$ cat src/rtl/sub_operand_sweeper.sv
// sub_operand_sweeper
//   Operand generator and result checker for a WIDTH-bit subtractor. After a
//   start pulse it walks every ordered pair (A, B) with
//   MIN_VAL <= B <= A <= MAX_VAL, one pair per valid/ready handshake. Each
//   returned difference is checked against {0,A}-{0,B}. The block keeps
//   saturating counts of accepted pairs and mismatches.
//
// Ports
//   clk, rst    : rising-edge clock, synchronous active-high reset
//   start       : begin a sweep (honoured only in IDLE)
//   ready       : consumer accepts the current pair this cycle
//   d_in        : subtractor difference for the current a_out/b_out
//   a_out/b_out : minuend / subtrahend
//   valid       : a_out/b_out carry a pair to be consumed
//   busy        : sweep in progress
//   done        : one-cycle pulse at sweep completion
//   pair_count  : pairs accepted in the current or last sweep
//   err_count   : mismatches in the current or last sweep
module sub_operand_sweeper #(
  parameter int unsigned WIDTH   = 5,
  parameter int unsigned MIN_VAL = 1,
  parameter int unsigned MAX_VAL = 15,
  parameter int unsigned CNT_W   = 8
) (
  input  logic             clk,
  input  logic             rst,
  input  logic             start,
  input  logic             ready,
  input  logic [WIDTH:0]   d_in,
  output logic [WIDTH-1:0] a_out,
  output logic [WIDTH-1:0] b_out,
  output logic             valid,
  output logic             busy,
  output logic             done,
  output logic [CNT_W-1:0] pair_count,
  output logic [CNT_W-1:0] err_count
);

  localparam logic [WIDTH-1:0] MIN_V = WIDTH'(MIN_VAL);
  localparam logic [WIDTH-1:0] MAX_V = WIDTH'(MAX_VAL);

  typedef enum logic [1:0] {
    IDLE = 2'd0,
    RUN  = 2'd1,
    DONE = 2'd2
  } state_t;

  state_t state, state_nxt;

  logic [WIDTH:0] exp_diff;
  logic           last_pair;
  logic           handshake;

  // b_out never exceeds a_out, so the borrow bit of the expected value is 0.
  assign exp_diff  = {1'b0, a_out} - {1'b0, b_out};
  assign last_pair = (a_out == MAX_V) && (b_out == MAX_V);
  assign handshake = valid && ready;

  always_ff @(posedge clk) begin
    if (rst) state <= IDLE;
    else     state <= state_nxt;
  end

  always_comb begin
    state_nxt = state;
    valid     = 1'b0;
    busy      = 1'b0;
    done      = 1'b0;
    unique case (state)
      IDLE: if (start) state_nxt = RUN;
      RUN: begin
        valid = 1'b1;
        busy  = 1'b1;
        if (ready && last_pair) state_nxt = DONE;
      end
      DONE: begin
        done      = 1'b1;
        state_nxt = IDLE;
      end
      default: state_nxt = IDLE;
    endcase
  end

  // Operand stepping and counters. Outputs hold whenever no handshake occurs;
  // the final handshake updates the counters on the same edge that enters DONE.
  always_ff @(posedge clk) begin
    if (rst) begin
      a_out      <= '0;
      b_out      <= '0;
      pair_count <= '0;
      err_count  <= '0;
    end else if (state == IDLE) begin
      if (start) begin
        a_out      <= MIN_V;
        b_out      <= MIN_V;
        pair_count <= '0;
        err_count  <= '0;
      end
    end else if (handshake) begin
      if (pair_count != '1)
        pair_count <= pair_count + CNT_W'(1);
      if ((d_in != exp_diff) && (err_count != '1))
        err_count <= err_count + CNT_W'(1);
      if (b_out < a_out) begin
        b_out <= b_out + WIDTH'(1);
      end else if (a_out < MAX_V) begin
        a_out <= a_out + WIDTH'(1);
        b_out <= MIN_V;
      end
    end
  end

endmodule

$ cat config.mk
export PLATFORM = sky130hd
export DESIGN_NAME = sub_operand_sweeper
export DESIGN_NICKNAME = d
export VERILOG_FILES = /design/src/rtl/sub_operand_sweeper.sv
export SDC_FILE = /design/constraint.sdc
export NUM_CORES = 1
export LEC_CHECK = 0
export ABC_AREA = 1
export BUFFER_PORTS_ARGS = -buffer_cell sky130_fd_sc_hd__clkbuf_2
export CAP_MARGIN = 0
export CORE_MARGIN = 4
export CORE_UTILIZATION = 50
export CTS_CLUSTER_DIAMETER = 120
export DETAILED_ROUTE_END_ITERATION = 16
export PLACE_DENSITY_LB_ADDON = 0.15
export SYNTH_ARGS = -nofsm -noshare
export SYNTH_HDL_FRONTEND = slang
export SYNTH_SLANG_ARGS = --single-unit
$ cat constraint.sdc
create_clock -name clk -period 2.5 [get_ports clk]
set_clock_uncertainty 0.05 [all_clocks]
set_input_delay 0.375 -clock clk [delete_from_list [all_inputs] [get_ports clk]]
set_output_delay 0.375 -clock clk [all_outputs]
set_load 0.03 [all_outputs]
==> Word level (Yosys, flattened, before mapping) <==
Index checks and enable logic that the tools add are counted.
{ "totals": {"register_bits": 28, "inputBits": 10, "elab_cells": 58} }
{ "classes": {"n_addsub": 5, "magnitude_cmp": 2, "eq_ne": 10, "mux": 21, "reduce_logical": 15} }
{ "ops": {"columns": ["operator", "count"], "rows": [
  ["8-bit 2-to-1 mux", 7],
  ["5-bit 2-to-1 mux", 9],
  ["8-bit by 1-bit adder with 8-bit output, second input constant", 2],
  ["8-bit != test, second input constant", 2],
  ["5-bit by 1-bit adder with 5-bit output, second input constant", 2],
  ["5-bit by 4-bit == test with 1-bit output, second input constant", 2],
  ["3-bit AND reduction", 3],
  ["2-bit nonzero test", 4],
  ["2-bit != test, second input constant", 3],
  ["6-bit != test", 1],
  ["5-bit by 5-bit subtractor with 6-bit output", 1],
  ["5-bit by 4-bit less-than comparator with 1-bit output, second input constant", 1],
  ["5-bit less-than comparator", 1],
  ["1-bit logical AND", 4],
  ["2-bit 2-to-1 mux", 2],
  ["2-bit case mux with 2 select lines", 1],
  ["4-bit AND reduction", 1],
  ["3-bit nonzero test", 1],
  ["2-bit by 1-bit == test with 1-bit output, second input constant", 1],
  ["2-bit == test, second input constant", 1],
  ["2-bit zero test", 1],
  ["1-bit 2-to-1 mux", 2],
  ["2-bit AND reduction", 1]
]} }

==> Longest topological paths before layout <==
Gate-level depths: netlist of the first run.
{ "depth": {"word_depth": 6, "ltp_mapped": 17, "depth_no_buf": 16} }

==> Worst setup path before layout of the first run <==
No wires, ideal clock.
{ "synth_path": {"path_kind": "flip-flop to flip-flop", "startpoint": "reg a_out[0]", "endpoint": "reg err_count[2]", "setup_ps": 116, "t_arrival_ps": 2248, "slack_ps": 86, "path_stages_with_launch": 14, "synth_period_minus_slack_ps": 2414, "cell_sequence": "dfxtp_1 inv_1 ha_1 fa_1 or2_1 nand3_1 nand3_1 nor2_1 nand3_1 nand2_2 nand2_4 buf_6 a21oi_1 nor2_1"} }
{ "synth_between": {"elab_chain_cells": 5} }
{ "synth_rtl": {"columns": ["item", "line_no", "text"], "rows": [
  ["from (decl)", "30", "output logic [WIDTH-1:0] a_out,"],
  ["from (signal assigned)", "107", "a_out <= a_out + WIDTH'(1);"],
  ["5-bit by 5-bit subtractor with 6-bit output", "55", "assign exp_diff = {1'b0, a_out} - {1'b0, b_out};"],
  ["6-bit != test", "102", "if ((d_in != exp_diff) && (err_count != '1))"],
  ["1-bit logical AND", "102", null],
  ["2-bit nonzero test (no line)", null, null],
  ["3-bit AND reduction (no line)", null, null],
  ["to (signal assigned)", "103", "err_count <= err_count + CNT_W'(1);"],
  ["to (decl)", "36", "output logic [CNT_W-1:0] err_count"]
]} }
No other way between the ends.
A chain may end at the register's enable or synchronous reset.

==> Worst setup path in the final report of the first run <==
{ "layout_path": {"startpoint": "reg b_out[0]", "endpoint": "reg err_count[6]"} }
{ "layout_between": {"elab_chain_cells": 5} }
{ "layout_rtl": {"columns": ["item", "line_no", "text"], "rows": [
  ["from (decl)", "31", "output logic [WIDTH-1:0] b_out,"],
  ["from (signal assigned)", "105", "b_out <= b_out + WIDTH'(1);"],
  ["5-bit by 5-bit subtractor with 6-bit output", "55", null],
  ["6-bit != test", "102", null],
  ["1-bit logical AND", "102", null],
  ["2-bit nonzero test (no line)", null, null],
  ["3-bit AND reduction (no line)", null, null]
]} }
No other way between the ends.

==> out/qor_table.md, run 1 <==
| Item | Reported |
|---|---|
| Reg-to-reg critical path startpoint | b_out[0] |
| Synthesis warning total | 0 |
| Part of the Yosys area used for sequential elements | 0.298 |
| Leak | 1.04 nW |
| Detailed-route wire length per cell | 11.2 um |
| Number of antenna violations at the first check in global routing | 0 |
| Most prevalent standard cell on the critical path | sky130_fd_sc_hd__nand3_1 |
| CTS hold repair buffers | 0 |
| Total standard cell area after synthesis | 1880 um2 |
| Number of filler cells placed in the layout | 387 |
| Count of antenna-violating nets left after detailed routing | 0 |
| Clock sink count | 28 |
| Async set-reset flop share out of synthesis | 0 |
| CP Max Fanout | 16 |
| Number of nets at the end of the flow | 339 |
| Die Ht | 69.3 um |
| Depth of the critical timing path with buffers and inverters included | 11 |
| Count of flip-flops with a built-in enable after synthesis | 0 |
| Effective utilization at floorplan | 0.517 |
| Residual overflow from global routing | 0 |
| Max frequency | 441 MHz |
| Peak supply drop | 0.000404 V |
| Yosys top cell area share | 0.298 |
| First-pass GRT wire length | 7090 um |
| Final cycle utilization of the critical path | 0.906 |
| Slew Viols, Final | 0 |
| Setup repair after global routing missed its margin | false |
| Multi-input gate area | 1130 um2 |
| Routed vias | 1,836 |
| Worst r2r path cells | 11 |
| Largest net degree at the start of global routing | 20 |
| Die W | 69.3 um |
| Number of buffers added by the clock tree synthesis step | 3 |
| CTS root buf | sky130_fd_sc_hd__clkbuf_8 |
| Cell taking the most area after synthesis | sky130_fd_sc_hd__dfxtp_1 |
| Cells after synthesis | 276 |
| Post-route DRC violation count | 0 |
| Endpoint of the most critical setup path | err_count[6] |
| TritonCTS clock tree | built |
| WS Path Type | flip-flop to flip-flop |
| H-tree levels | 1 |
| Flop and latch count out of synthesis | 28 |
| Via-to-Cell Ratio | 5.04 |
| Maximum clock path buffer count | 2 |
| Nature of the critical path startpoint | flip-flop |
| Final Hold Violating Endpoints | 0 |
| Critical Path AT | 2.41 ns |
| All-Layer GR Usage | 0.176 |
| Category of cells accounting for the largest share of critical-path delay | simple AND/OR/NAND/NOR gates |
| Critical path endpoint category | flip-flop |
| Critical path cell sequence | ha_1 > fa_1 > or2_1 > nand3_1 > nand3_1 > nor2_1 > nand3_1 > nand2_2 > nand2_4 > a21oi_1 > nor2_1 |
| Mean area per synthesized cell | 6.80 um2 |
| Power per unit of standard cell area | 629 nW/um2 |
| Flip-flop cell with the highest count after synthesis | sky130_fd_sc_hd__dfxtp_1 |
| Syn_nets | 298 |
| Worst flop-to-flop path endpoint | err_count[6] |
| Aggregate negative setup slack | 0 ns |
| Max stage delay cell, worst path | sky130_fd_sc_hd__fa_1 |
| Number of design-rule violations left by the first detailed-router iteration | 84 |
| # IOs | 39 |
| Distinct cells, synth | 31 |
| Final Routed Wirelength | 4070 um |
| Global placer's final weighted congestion | 0.780 |
| CORE AREA | 3630 um2 |
| Worst hold path stage count | 2 |
| Clock transition at path regs | 0.11 ns |
| Via count of the first global-routing pass | 1,628 |
| Hold crit path type | input pin to flip-flop |
| Sum of buffers and inverters on the critical path | 0 |
| Worst path required time | 2.65 ns |
| Headroom to the max-slew limit | 0.728 |
| Insertion delay of the later-clocked pin in the worst-skew pair | 0.29 ns |
| Maximum cell stage delay along the critical path | 0.41 ns |
| Worst-case register-to-register setup slack | 0.23 ns |
| Layout Utilization | 0.601 |
| CP Launch Point | b_out[0] |
| Setup Viol. Count Final | 0 |
| Outcome | complete, no violations |
| Port-buffer cells | 38 |
| Number of buffers inserted to repair setup after CTS | 0 |
| Share of cells above drive strength 1 | 0.215 |
| Detailed Place HPWL | 3170 um |
| Cell Rows | 22 |
| Die footprint | 4800 um2 |
| Drt first pass iters | 4 |
| Cells taking the most area after synthesis | sky130_fd_sc_hd__dfxtp_1 (30%), sky130_fd_sc_hd__nand2_1 (13%), sky130_fd_sc_hd__ha_1 (7.3%) |
| P&R area growth vs syn | 16.2% |
| Post-cts repair resize count | 0 |
| Total area of sequential cells | 561 um2 |
| Actual transition at the worst max-transition pin | 0.408 ns |
| Post-route minimum period | 2.27 ns |
| Antenna cell count | 0 |
| Max-capacitance violation count | 0 |
## per-layer routing
metal  track usage  up-vias  share of wire
li1              -      976              -
met1         0.232      815           0.47
met2         0.285       38           0.47
met3        0.0319        7          0.037
met4        0.0651        0          0.021
met5             0        -              0
## cell usage in the layout, fill, tap and decap left out, drive strengths merged
| master | synthesis | routed |
|---|---|---|
| nand2 | 71 | 71 |
| clkbuf | 0 | 41 |
| inv | 38 | 38 |
| nor2 | 31 | 31 |
| dfxtp | 28 | 28 |
| nand3 | 26 | 26 |
| a21oi | 23 | 23 |
| ha | 11 | 11 |
| o21ai | 9 | 9 |
| nor3 | 7 | 7 |
| or2 | 5 | 5 |
| a211oi | 4 | 4 |
| buf | 6 | 4 |
| nand4 | 3 | 3 |
| xor2 | 3 | 3 |
| xnor2 | 2 | 2 |
| nand3b | 2 | 2 |
| nor3b | 2 | 2 |
| a31o | 1 | 1 |
| nor4 | 1 | 1 |
| a41oi | 1 | 1 |
| a31oi | 1 | 1 |
| fa | 1 | 1 |
| bufinv | 0 | 1 |
## where the power goes
part	total (W)	switching, W	internal (W)
clock	0.000367	0.000152	0.000215
sequential	0.000514	0.0000360	0.000478
combinational	0.000490	0.000321	0.000170
## Yosys cell counts, types with 2 or more instances
library cell,instances
sky130_fd_sc_hd__a211oi_1,4
sky130_fd_sc_hd__a21oi_1,23
sky130_fd_sc_hd__buf_2,2
sky130_fd_sc_hd__buf_4,2
sky130_fd_sc_hd__buf_6,2
sky130_fd_sc_hd__dfxtp_1,28
sky130_fd_sc_hd__ha_1,11
sky130_fd_sc_hd__inv_1,35
sky130_fd_sc_hd__inv_2,3
sky130_fd_sc_hd__nand2_1,63
sky130_fd_sc_hd__nand2_2,3
sky130_fd_sc_hd__nand2_4,5
sky130_fd_sc_hd__nand3_1,23
sky130_fd_sc_hd__nand3_2,3
sky130_fd_sc_hd__nand3b_1,2
sky130_fd_sc_hd__nand4_1,3
sky130_fd_sc_hd__nor2_1,28
sky130_fd_sc_hd__nor2_2,3
sky130_fd_sc_hd__nor3_1,5
sky130_fd_sc_hd__nor3_2,2
sky130_fd_sc_hd__nor3b_1,2
sky130_fd_sc_hd__o21ai_0,9
sky130_fd_sc_hd__or2_1,3
sky130_fd_sc_hd__or2_2,2
sky130_fd_sc_hd__xnor2_1,2
sky130_fd_sc_hd__xor2_1,3
## state kept, by name, indices dropped and copies added, names as in the netlist
| register | cells |
|---|---|
| b_out | 5 |
| err_count | 8 |
| state | 2 |
| pair_count | 8 |
| a_out | 5 |
## area by class of cell
type	count	share of cell area
flip-flops and latches	28	0.257
inverters	38	0.0654
clock inverters	1	0.0138
well taps	48	0.0275
repair buffers	42	0.101
multi-input cells	204	0.517
clock buffers	3	0.0189
## kinds of logic (layout without fill, tap and decap cells)
family,Yosys count,after routing,share of synthesized area
xor+xnor,5,5,0.0233
flops,28,28,0.298
buf+inv,44,84,0.101
fa+ha+maj,12,12,0.0839
simple gates,148,148,0.379
compound gates,39,39,0.114
## worst min path at each step
stage | startpoint | end | slack [ns]
3_5_place_dp | state[1] | state[1] | 0.41
5_1_grt | rst | state[1] | 0.30
6_report | rst | state[0] | 0.28
3_3_place_gp | state[1] | state[1] | 0.40
2_1_floorplan | state[1] | state[1] | 0.39
4_1_cts | rst | state[0] | 0.29
## per-stage QoR
stage | setup slack (ns) | cell area (um2) | cells | power, W | hold slack [ns]
finish | 0.234 | 2180 | 364 | 0.00137 | 0.283
global route | 0.0333 | 2180 | 364 | 0.00147 | 0.299
CTS | 0.236 | 2180 | 364 | 0.00138 | 0.286
detailed placement | 0.242 | 2110 | 360 | 0.00102 | 0.413
global placement | 0.275 | 2110 | 360 | 0.00101 | 0.405
floorplan | 0.0859 | 1880 | 276 | 0.000900 | 0.392
Note: power is estimated with default switching activity, not from simulation.
==> run 2: changes to the inputs <==
--- a/config.mk
+++ b/config.mk
@@ -6,12 +6,11 @@
 export NUM_CORES = 1
 export LEC_CHECK = 0
 export ABC_AREA = 1
-export BUFFER_PORTS_ARGS = -buffer_cell sky130_fd_sc_hd__clkbuf_2
 export CAP_MARGIN = 0
 export CORE_MARGIN = 4
 export CORE_UTILIZATION = 50
-export CTS_CLUSTER_DIAMETER = 120
 export DETAILED_ROUTE_END_ITERATION = 16
+export DONT_BUFFER_PORTS = 1
 export PLACE_DENSITY_LB_ADDON = 0.15
 export SYNTH_ARGS = -nofsm -noshare
 export SYNTH_HDL_FRONTEND = slang
==> run 2 against run 1 <==
Effect of this change:
- global-route usage down 0.17 points
- maximum frequency up 0.41%
- power down 1.2%
- count of clock-buffer cells in the layout unchanged
- non-clock buffer count down 26
- utilization down 2.8 points
- register-to-register slack about the same
- combinational power down 4%
- via count down 6.5%
- clock power down 1%
- routed wire length up 1.8%
- flip-flop and latch count unchanged
==> out/qor_table.md, run 2 (same netlist as run 1, synthesis figures left out) <==
| Item | Reported | vs previous |
|---|---|---|
| Outcome | complete, no violations | unchanged |
| WS Path Type | flip-flop to flip-flop | unchanged |
| Top library cells by usage in the layout, fill and taps aside | sky130_fd_sc_hd__nand2_1 (63), sky130_fd_sc_hd__inv_1 (35), sky130_fd_sc_hd__nor2_1 (28), sky130_fd_sc_hd__dfxtp_1 (28) | was sky130_fd_sc_hd__nand2_1 (63), sky130_fd_sc_hd__clkbuf_2 (38), sky130_fd_sc_hd__inv_1 (35) |
| Number of buffers added by the clock tree synthesis step | 3 | unchanged |
| Number of design-rule violations left by the first detailed-router iteration | 103 | was 84 |
| Worst-case register-to-register setup slack | 0.24 ns | was 0.23 ns |
| Post-cts repair resize count | 0 | unchanged |
| Final Routed Wirelength | 4150 um | was 4070 um |
| Die Ht | 69.3 um | unchanged |
| Final total power | 0.00136 W | was 0.00137 W |
| Layout Cells excl Fill | 338 | was 364 |
| Post-route minimum period | 2.26 ns | was 2.27 ns |
| Number of buffers inserted to repair setup after CTS | 0 | unchanged |
| # IOs | 39 | unchanged |
| Aggregate negative setup slack | 0 ns | unchanged |
| Detailed-route wire length per cell | 12.3 um | was 11.2 um |
| Die footprint | 4800 um2 | unchanged |
| Final cycle utilization of the critical path | 0.903 | was 0.906 |
| Number of filler cells placed in the layout | 354 | was 387 |
| CTS hold repair buffers | 0 | unchanged |
| CP Launch Point | a_out[0] | was b_out[0] |
| Final Hold Violating Endpoints | 0 | unchanged |
| Instance area after placement | 2010 um2 | was 2110 um2 |
| Count of antenna-violating nets left after detailed routing | 0 | unchanged |
| Via-to-Cell Ratio | 5.08 | was 5.04 |
| Setup Viol. Count Final | 0 | unchanged |
| Clock transition at path regs | 0.10 ns | was 0.11 ns |
| Residual overflow from global routing | 0 | unchanged |
| Slew Viols, Final | 0 | unchanged |
| Maximum clock path buffer count | 2 | unchanged |
| Detailed Place HPWL | 3230 um | was 3170 um |
| Antenna cell count | 0 | unchanged |
| Actual transition at the worst max-transition pin | 0.548 ns | was 0.408 ns |
| Nature of the critical path startpoint | flip-flop | unchanged |
| Headroom to the max-slew limit | 0.633 | was 0.728 |
| Largest regs | err_count (8), pair_count (8) | unchanged |
| P&R area growth vs syn | 10.9% | was 16.2% |
| Critical Path AT | 2.39 ns | was 2.41 ns |
| Most common cell after layout, fill and taps aside | sky130_fd_sc_hd__nand2_1 | unchanged |
| Via count of the first global-routing pass | 1,579 | was 1,628 |
| First-pass GRT wire length | 7050 um | was 7090 um |
| Min-Delay Endpoint | state[0] | unchanged |
| Leak | 0.939 nW | was 1.04 nW |
| Insertion delay of the later-clocked pin in the worst-skew pair | 0.28 ns | was 0.29 ns |
| Worst Min Path Start | rst | unchanged |
| Drt first pass iters | 4 | unchanged |
| Power per unit of standard cell area | 651 nW/um2 | was 629 nW/um2 |
| Max frequency | 443 MHz | was 441 MHz |
| Die W | 69.3 um | unchanged |
| Share of cells above drive strength 1 | 0.145 | was 0.215 |
| Port-buffer cells | 0 | was 38 |
| CP Max Fanout | 16 | unchanged |
| Setup repair after global routing missed its margin | false | unchanged |
| H-tree levels | 1 | unchanged |
| Worst r2r path cells | 12 | was 11 |
| Clock sink count | 28 | unchanged |
| Worst flop-to-flop path endpoint | err_count[3] | was err_count[6] |
| Cell Rows | 22 | unchanged |
| Routed vias | 1,717 | was 1,836 |
| Max-capacitance violation count | 0 | unchanged |
| Number of antenna violations at the first check in global routing | 0 | unchanged |
| Number of nets at the end of the flow | 313 | was 339 |
| CTS root buf | sky130_fd_sc_hd__clkbuf_8 | unchanged |
| Largest net degree at the start of global routing | 20 | unchanged |
| Critical path endpoint category | flip-flop | unchanged |
| CORE AREA | 3630 um2 | unchanged |
| Peak supply drop | 0.000312 V | was 0.000404 V |
| Post-route DRC violation count | 0 | unchanged |
| All-Layer GR Usage | 0.174 | was 0.176 |
| Finished layout cell area | 2080 um2 | was 2180 um2 |
| Global placer's final weighted congestion | 0.826 | was 0.780 |
| Effective utilization at floorplan | 0.517 | unchanged |
| TritonCTS clock tree | built | unchanged |
| Worst hold path stage count | 1 | was 2 |
| Worst path required time | 2.63 ns | was 2.65 ns |
| DP Cell Count | 334 | was 360 |
| Hold crit path type | input pin to flip-flop | unchanged |
| Reg-to-reg critical path startpoint | a_out[0] | was b_out[0] |
## run 2: layout make-up
class,count,area (um2),area share
Inverter,38,143,0.0685
Timing Repair Buffer,16,120,0.0577
Multi-Input combinational cell,204,1130,0.541
Tap cell,48,60.1,0.0288
Sequential cell,28,561,0.269
Clock buffer,3,41.3,0.0198
Clock inverter,1,30.0,0.0144
## run 2: critical path, stage by stage, from the launching register on
cell and delay (ns):
sky130_fd_sc_hd__dfxtp_1 0.34, sky130_fd_sc_hd__inv_1 0.04, sky130_fd_sc_hd__ha_1 0.22, sky130_fd_sc_hd__fa_1 0.41, sky130_fd_sc_hd__or2_1 0.26, sky130_fd_sc_hd__nand3_1 0.07, sky130_fd_sc_hd__nand3_1 0.07, sky130_fd_sc_hd__nor2_1 0.11
sky130_fd_sc_hd__nand3_1 0.14, sky130_fd_sc_hd__nand2_2 0.11, sky130_fd_sc_hd__nand2_4 0.12, sky130_fd_sc_hd__a21oi_1 0.15, sky130_fd_sc_hd__nor2_1 0.06
## run 2: metrics by stage
stage / hold WS (ns) / util / setup slack [ns]
finish: 0.0973 / 0.573 / 0.243
floorplan: 0.392 / - / 0.0859
global route: 0.0819 / 0.573 / 0.00877
global placement: 0.397 / 0.553 / 0.259
detailed placement: 0.399 / 0.553 / 0.233
CTS: 0.0920 / 0.573 / 0.216
## run 2: worst max path at each step
| stage | end | depth (start not counted) |
|---|---|---|
| global route | err_count[1] | 16 |
| detailed placement | err_count[2] | 12 |
| global placement | err_count[2] | 12 |
| CTS | err_count[7] | 12 |
| floorplan | err_count[2] | 13 |
| finish | err_count[3] | 12 |
## run 2: where the power goes
part	switching, W	internal, W	total [W]
clock network	0.000149	0.000215	0.000363
registers	0.0000425	0.000478	0.000520
logic	0.000308	0.000164	0.000472
total	0.000499	0.000857	0.00136
## run 2: routing by layer
layer | vias to the layer above | track usage | share of wire
met2 | 32 | 0.294 | 0.47
met4 | 0 | 0.0477 | 0.0082
met5 | - | 0 | 0
li1 | 924 | - | -
met3 | 4 | 0.0391 | 0.046
met1 | 757 | 0.222 | 0.47
